===== config.mk =====
export PLATFORM = sky130hd
export DESIGN_NAME = mem_access_unit_flat
export DESIGN_NICKNAME = d
export VERILOG_FILES = /design/src/rtl/mem_access_unit_if.sv /design/src/rtl/mem_access_unit.sv /design/src/flat_wrapper.sv
export SDC_FILE = /design/constraint.sdc
export NUM_CORES = 1
export LEC_CHECK = 0
export CORE_ASPECT_RATIO = 1.75
export CORE_MARGIN = 1.5
export CORE_UTILIZATION = 40
export DETAILED_ROUTE_END_ITERATION = 6
export PLACE_DENSITY = 0.94
export SETUP_SLACK_MARGIN = 0.02
export SLEW_MARGIN = 20
export SYNTH_ARGS = -nofsm -noshare
export SYNTH_HDL_FRONTEND = slang
export SYNTH_SLANG_ARGS = --single-unit

===== constraint.sdc =====
create_clock -name sys_clk -period 5.6 [get_ports sys_clk]
set_clock_uncertainty 0.2 [all_clocks]
set_input_delay 0.56 -clock sys_clk [delete_from_list [all_inputs] [get_ports sys_clk]]
set_output_delay 0.56 -clock sys_clk [all_outputs]
set_load 0.02 [all_outputs]

===== src/rtl/mem_access_unit_if.sv =====
// Data-bus bundle between the MEM-stage access unit and data memory.
// Single-cycle d_ack completes a req/ack transaction.
interface mem_access_unit_if;
  logic        d_req;
  logic        d_we;
  logic [31:0] d_addr;
  logic [31:0] d_wdata;
  logic [3:0]  d_be;
  logic        d_ack;
  logic [31:0] d_rdata;

  modport master (
    output d_req, d_we, d_addr, d_wdata, d_be,
    input  d_ack, d_rdata
  );

  modport slave (
    input  d_req, d_we, d_addr, d_wdata, d_be,
    output d_ack, d_rdata
  );
endinterface


===== src/rtl/mem_access_unit.sv =====
// MEM-stage data-bus controller: req/ack loads/stores, lane steering, hold.
// Optional MEM_MISALIGN_CHECK_EN: misaligned H/W trap via misalign_o.
module mem_access_unit #(
  parameter int unsigned BUS_TIMEOUT = 64
) (
  input  logic        sys_clk,
  input  logic        sys_rst,
  input  logic        flag_flush,
  input  logic [14:0] mem_ctrl_i,
  input  logic [31:0] result_i,
  input  logic [31:0] reg2_r_data_i,
  input  logic [1:0]  wb_ctrl_i,
  input  logic [4:0]  mem_Rd_i,
  input  logic [31:0] inst_addr_i,
  mem_access_unit_if.master bus,
  output logic        hold_req_o,
  output logic [31:0] wb_data_o,
  output logic [1:0]  wb_ctrl_o,
  output logic [4:0]  mem_Rd_o,
  output logic [31:0] inst_addr_o,
  output logic        bus_err_o
`ifdef MEM_MISALIGN_CHECK_EN
  ,
  output logic        misalign_o
`endif
);

  typedef enum logic [1:0] {
    IDLE = 2'd0,
    REQ  = 2'd1,
    RESP = 2'd2
  } state_t;

  state_t state, state_n;

  logic        req_q;
  logic        we_q;
  logic [31:0] addr_q;
  logic [31:0] wdata_q;
  logic [3:0]  be_q;
  logic [31:0] load_data;
  logic [7:0]  cnt;
  logic        kill;
  logic        err_q;

  logic [2:0]  f3;
  logic [1:0]  a;
  logic        is_b;
  logic        is_h;
  logic        is_w;
  logic        acc_raw;
  logic        mis;
  logic        acc;
  logic        tmo;
  logic [3:0]  be_c;
  logic [31:0] wdata_c;
  logic [31:0] rsh;
  logic [15:0] half;
  logic [31:0] ld_ext;

  logic unused;
  assign unused = ^mem_ctrl_i[14:5];

  assign f3   = mem_ctrl_i[4:2];
  assign a    = result_i[1:0];
  assign is_b = (f3[1:0] == 2'b00);
  assign is_h = (f3[1:0] == 2'b01);
  assign is_w = ~is_b & ~is_h;

  assign acc_raw = (mem_ctrl_i[0] | mem_ctrl_i[1]) & ~flag_flush;

`ifdef MEM_MISALIGN_CHECK_EN
  assign mis = acc_raw & (state == IDLE) &
               ((is_h & a[0]) | (is_w & (|a)));
  assign misalign_o = mis;
`else
  assign mis = 1'b0;
`endif

  assign acc = acc_raw & ~mis;
  assign tmo = (cnt == 8'(BUS_TIMEOUT - 1));

  always_comb begin
    be_c    = 4'b1111;
    wdata_c = reg2_r_data_i;
    unique case (1'b1)
      is_b: begin
        be_c    = 4'b0001 << a;
        wdata_c = {4{reg2_r_data_i[7:0]}};
      end
      is_h: begin
        be_c    = a[1] ? 4'b1100 : 4'b0011;
        wdata_c = {2{reg2_r_data_i[15:0]}};
      end
      default: begin
        be_c    = 4'b1111;
        wdata_c = reg2_r_data_i;
      end
    endcase
  end

  // Lane select uses the live address: EX/MEM is frozen while we hold.
  assign rsh  = bus.d_rdata >> {a, 3'b000};
  assign half = a[1] ? bus.d_rdata[31:16] : bus.d_rdata[15:0];

  always_comb begin
    ld_ext = bus.d_rdata;
    unique case (1'b1)
      is_b:
        ld_ext = f3[2] ? {24'd0, rsh[7:0]}
                       : {{24{rsh[7]}}, rsh[7:0]};
      is_h:
        ld_ext = f3[2] ? {16'd0, half}
                       : {{16{half[15]}}, half};
      default:
        ld_ext = bus.d_rdata;
    endcase
  end

  always_ff @(posedge sys_clk) begin
    if (sys_rst) state <= IDLE;
    else         state <= state_n;
  end

  always_comb begin
    state_n = state;
    unique case (state)
      IDLE: if (acc) state_n = REQ;
      REQ:  if (bus.d_ack | tmo) state_n = RESP;
      RESP: state_n = IDLE;
      default: state_n = IDLE;
    endcase
  end

  always_ff @(posedge sys_clk) begin
    if (sys_rst) begin
      req_q     <= 1'b0;
      we_q      <= 1'b0;
      addr_q    <= 32'd0;
      wdata_q   <= 32'd0;
      be_q      <= 4'd0;
      load_data <= 32'd0;
      cnt       <= 8'd0;
      kill      <= 1'b0;
      err_q     <= 1'b0;
    end else begin
      err_q <= 1'b0;
      unique case (state)
        IDLE: begin
          if (acc) begin
            req_q   <= 1'b1;
            we_q    <= mem_ctrl_i[1];
            addr_q  <= {result_i[31:2], 2'b00};
            be_q    <= be_c;
            wdata_q <= wdata_c;
          end
        end
        REQ: begin
          cnt <= cnt + 8'd1;
          if (flag_flush) kill <= 1'b1;
          if (bus.d_ack) begin
            load_data <= ld_ext;
            req_q     <= 1'b0;
          end else if (tmo) begin
            load_data <= 32'd0;
            req_q     <= 1'b0;
            err_q     <= 1'b1;
            kill      <= 1'b1;
          end
        end
        RESP: begin
          cnt  <= 8'd0;
          kill <= 1'b0;
        end
        default: ;
      endcase
    end
  end

  assign bus.d_req   = req_q;
  assign bus.d_we    = we_q;
  assign bus.d_addr  = addr_q;
  assign bus.d_wdata = wdata_q;
  assign bus.d_be    = be_q;

  assign hold_req_o  = ((state == IDLE) & acc) | (state == REQ);
  assign wb_data_o   = ((state == RESP) & wb_ctrl_i[1]) ? load_data
                                                        : result_i;
  assign wb_ctrl_o   = (kill | flag_flush | mis) ? 2'b00 : wb_ctrl_i;
  assign mem_Rd_o    = mem_Rd_i;
  assign inst_addr_o = inst_addr_i;
  assign bus_err_o   = err_q;

endmodule


===== src/flat_wrapper.sv =====
// flat-port wrapper written by rule: the top's interface ports become plain ports
module mem_access_unit_flat 
#(
  parameter int unsigned BUS_TIMEOUT = 64
)
  (sys_clk, sys_rst, flag_flush, mem_ctrl_i, result_i, reg2_r_data_i, wb_ctrl_i, mem_Rd_i, inst_addr_i, hold_req_o, wb_data_o, wb_ctrl_o, mem_Rd_o, inst_addr_o, bus_err_o, bus_d_req, bus_d_we, bus_d_addr, bus_d_wdata, bus_d_be, bus_d_ack, bus_d_rdata);
  mem_access_unit_if bus_i ();
  input  logic sys_clk;
  input  logic sys_rst;
  input  logic flag_flush;
  input  logic [14:0] mem_ctrl_i;
  input  logic [31:0] result_i;
  input  logic [31:0] reg2_r_data_i;
  input  logic [1:0] wb_ctrl_i;
  input  logic [4:0] mem_Rd_i;
  input  logic [31:0] inst_addr_i;
  output logic hold_req_o;
  output logic [31:0] wb_data_o;
  output logic [1:0] wb_ctrl_o;
  output logic [4:0] mem_Rd_o;
  output logic [31:0] inst_addr_o;
  output logic bus_err_o;
  output wire logic [$bits(bus_i.d_req)-1:0] bus_d_req;
  output wire logic [$bits(bus_i.d_we)-1:0] bus_d_we;
  output wire logic [$bits(bus_i.d_addr)-1:0] bus_d_addr;
  output wire logic [$bits(bus_i.d_wdata)-1:0] bus_d_wdata;
  output wire logic [$bits(bus_i.d_be)-1:0] bus_d_be;
  input wire logic [$bits(bus_i.d_ack)-1:0] bus_d_ack;
  input wire logic [$bits(bus_i.d_rdata)-1:0] bus_d_rdata;
  assign bus_d_req = bus_i.d_req;
  assign bus_d_we = bus_i.d_we;
  assign bus_d_addr = bus_i.d_addr;
  assign bus_d_wdata = bus_i.d_wdata;
  assign bus_d_be = bus_i.d_be;
  assign bus_i.d_ack = bus_d_ack;
  assign bus_i.d_rdata = bus_d_rdata;
  mem_access_unit #(.BUS_TIMEOUT(BUS_TIMEOUT)) u_core (.sys_clk(sys_clk), .sys_rst(sys_rst), .flag_flush(flag_flush), .mem_ctrl_i(mem_ctrl_i), .result_i(result_i), .reg2_r_data_i(reg2_r_data_i), .wb_ctrl_i(wb_ctrl_i), .mem_Rd_i(mem_Rd_i), .inst_addr_i(inst_addr_i), .bus(bus_i), .hold_req_o(hold_req_o), .wb_data_o(wb_data_o), .wb_ctrl_o(wb_ctrl_o), .mem_Rd_o(mem_Rd_o), .inst_addr_o(inst_addr_o), .bus_err_o(bus_err_o));
endmodule

==> results.md <==
* Status: finished, final reports clean
* Port Buf Inserts at 210
* Synth area leaders: dfxtp_1 41%, nand2_1 8.8%, mux2_2 8.0%, buf_4 5.5%, a21oi_1 5.4%
* Final wirelength at 17700 um
* Crit path max fanout at 31
* Post-Synthesis Cells at 642
* CP endpoint: wb_data_o[1]
* Seq pwr share at 38.9%
* Crit end category: primary output
* Post-DRT Antenna Nets at 0
* Post-layout util at 57.2%
* Multiplexer share of the synthesized area at 12.3%
* Hold buffers post-CTS at 0
* Clock buffer depth at 2
* Initial antenna violation count at 0
* # DRC at 0
* Vias/cell at 5.45
* EDFF count, synth at 0
* TNS Setup at 0 ns
* Fmax at 0.303 GHz
* Post-synthesis xor/xnor area fraction at 0.800%
* H-tree depth at 3
* Root Buffer: clkbuf_16
* Worst setup startpoint: u_core.state[0]
* IO Pins at 297
* Actual slew at the worst max-slew pin at 0.911 ns
* Worst r2r path cells at 7
* Placed Cells at 946
* Gr usage total at 23.8%
* Internal power component at 0.00168 W
* Initial core utilization at 40.9%
* Core Footprint at 0.0134 mm^2
* Diodes inserted at 0
* R2R Path End: u_core.bus.d_wdata[14]
* FFs w/ async S/R, synth at 0%
* Max-slew violation count at 0
* Pwr Total at 0.00254 W
* Final Cycle Share at 59.0%
* Logic pwr share at 35.1%
* Fillers at 1143
* Area grow syn2layout at 39.9%
* Synth Register Bits at 112
* CTS clk-pin slew, worst paths at 0.07 ns
* Largest net degree at the start of global routing at 73
* Setup Crit Path Kind: reg -> out
* Psw at 0.000860 W
* # nets final at 942
* Site row count at 56
* Area share of fa/ha/maj cells after synthesis at 1.14%
* Worst EP arrival at 2.54 ns
* HPWL Detailed at 13000 um
* Drt initial violations at 326
* Critical Path Start Type: register
* Worst Path Required at 4.84 ns
* Cell taking the most area after synthesis: dfxtp_1
* Worst-skew pair later-pin latency at 0.34 ns
* Die W at 91.4 um
* R2r setup slk at 2.98 ns
* Die ar. at 0.0144 mm^2
* Cts repair resizes at 0
* Pre-CTS WS at 2.12 ns
* Pwr Density at 332 mW/mm^2
* Crit-path max cell delay at 0.55 ns
* Clock Power Share at 26.0%
* Gpl congestion at 0.926
* Via count at 5240
* Synth Flop Type: dfxtp_1
* Crit-path slowest cell: clkdlybuf4s50_1
* Peak supply drop at 0.190 mV
* Max cap viols at 0
* Slew HR at 39.1%
* Grt ovf at 0
* Reg-to-reg critical path startpoint: u_core.state[0]
* First-pass GRT wire length at 26800 um
* Hold crit path type: reg -> reg
* Count leader, synth: nand2_1
* CP cell instances: inv_1 -> ha_1 -> nand2_1 -> buf_4 -> mux2_2 -> clkdlybuf4s50_1
* Ys Warns at 0
* Post-CTS Repair Setup Buffers at 0
* Final Hold Viols at 0
* Register Area at 0.00224 mm^2
* Post-synth top area share at 41.0%
* Final std cells w/o fill at 962
* TritonRoute pass-1 iters at 5
* TritonCTS clock tree: built
* Area of the multi-input gates at 0.00272 mm^2
* RSZ-0062 raised after global routing: no
* Cell variety after synth at 52
* Most frequent cells after synthesis: 128 x nand2_1, 112 x dfxtp_1, 59 x a21oi_1
* Compound-Gate Fraction of Synth Area at 18.7%
* Min cycle time layout at 3.30 ns
* Die H at 158 um
* Leakage at 2.85 nW
* Share of cells above drive strength 1 at 11.0%
* Mean Syn Cell Area at 8.53 um^2
* Final setup violation count at 0
* Clk sink count at 112
* Final setup margin at 2.30 ns
* Sequential-to-total area share from yosys stat at 41.0%
* Largest family of logic cells by synthesized area: compound AO/OA/AOI/OAI gates
* Switching Fraction at 33.8%
* Vias in the first global route at 5067
* Area share of and/or/nand/nor cells after synthesis at 16.3%
* Mapped cell area at 0.00547 mm^2
* Total CTS buffers at 9
* Post-DR wirelength/cell at 18.4 um
## area by class of cell
type                    count  share of cell area (%)
well taps                 174                    2.84
multi-input cells         435                    35.5
clock buffers               9                    2.94
repair buffers            217                    28.0
clock inverters             7                   0.997
flip-flops and latches    112                    29.3
inverters                   8                   0.392
## critical path: cells and delay by family, from the launching register on
kind	cells	cell delay (ns)
simple gates	1	0.11
mux	1	0.40
buf+inv	3	1.03
fa+ha+maj	1	0.26
flops	1	0.37
## placed cells by master (no fill, tap or decap), types with 4 or more instances in the layout
master           instances
clkbuf_16                9
mux2i_1                 21
a221oi_1                 9
ha_1                     5
and3_1                   8
a32oi_1                  7
a311oi_1                 8
clkdlybuf4s50_1        208
xor2_1                   4
nand2_1                128
inv_1                    7
nor2_1                  38
dfxtp_1                112
and2_1                   4
nor3_1                   6
a211oi_1                 9
a21oi_1                 59
a221o_2                 16
o21ai_0                 35
mux2_2                  39
buf_4                    7
## metal layers
| metal | GRT usage, % | wire [um] | vias to the layer above | share of wire, % |
|---|---|---|---|---|
| li1 | - | - | 2493 | - |
| met1 | 26.0 | 6610 | 2422 | 37 |
| met2 | 42.3 | 9130 | 233 | 51 |
| met3 | 3.65 | 891 | 92 | 5.0 |
| met4 | 15.6 | 1100 | 0 | 6.2 |
| met5 | 0 | 0 | - | 0 |
## worst min path at each step
stage                                      from                    end  slack, ns  cells past startpoint
after CTS                 u_core.bus.d_addr[31]  u_core.bus.d_addr[31]       0.26                      2
after floorplan             u_core.load_data[7]    u_core.load_data[7]       0.22                      2
after global routing      u_core.bus.d_addr[13]  u_core.bus.d_addr[13]       0.28                      2
after detailed placement  u_core.bus.d_addr[31]  u_core.bus.d_addr[31]       0.25                      2
final                     u_core.bus.d_addr[31]  u_core.bus.d_addr[31]       0.25                      2
after global placement    u_core.bus.d_addr[21]  u_core.bus.d_addr[21]       0.24                      2
## power by group through the flow
stage               Clock (W)  Sequential, W  Combinational, W
floorplan                   0        0.00109          0.000429
global placement            0       0.000999          0.000875
detailed placement          0        0.00101          0.000893
CTS                  0.000675       0.000989          0.000896
global route         0.000707        0.00100          0.000952
finish               0.000661       0.000988          0.000892
## state kept, by name, summed over array words and instances (netlist names)
signal and count:
u_core.state 2, u_core.kill 1, u_core.cnt 8, u_core.bus.d_be 4, u_core.bus.d_we 1, u_core.bus.d_req 1
u_core.bus.d_addr 30, u_core.bus_err_o 1, u_core.load_data 32, u_core.bus.d_wdata 32
## kinds of logic (layout without fill, tap and decap cells)
family,after synthesis,after routing
buffers and inverters,96,241
DFF,112,112
and+or+nand+nor,207,207
AOI/OAI and AO/OA,155,155
muxes,61,61
other,1,2
xor gates and xnor gates,5,5
adders and majority gates,5,5
## metrics by stage
| step | area (um^2) | hold WS (ns) |
|---|---|---|
| after CTS | 7660 | 0.256 |
| after floorplan | 5480 | 0.216 |
| after detailed placement | 7350 | 0.246 |
| after global routing | 7660 | 0.276 |
| final | 7660 | 0.253 |
| after global placement | 7350 | 0.241 |
Note: power is estimated with default switching activity, not from simulation.
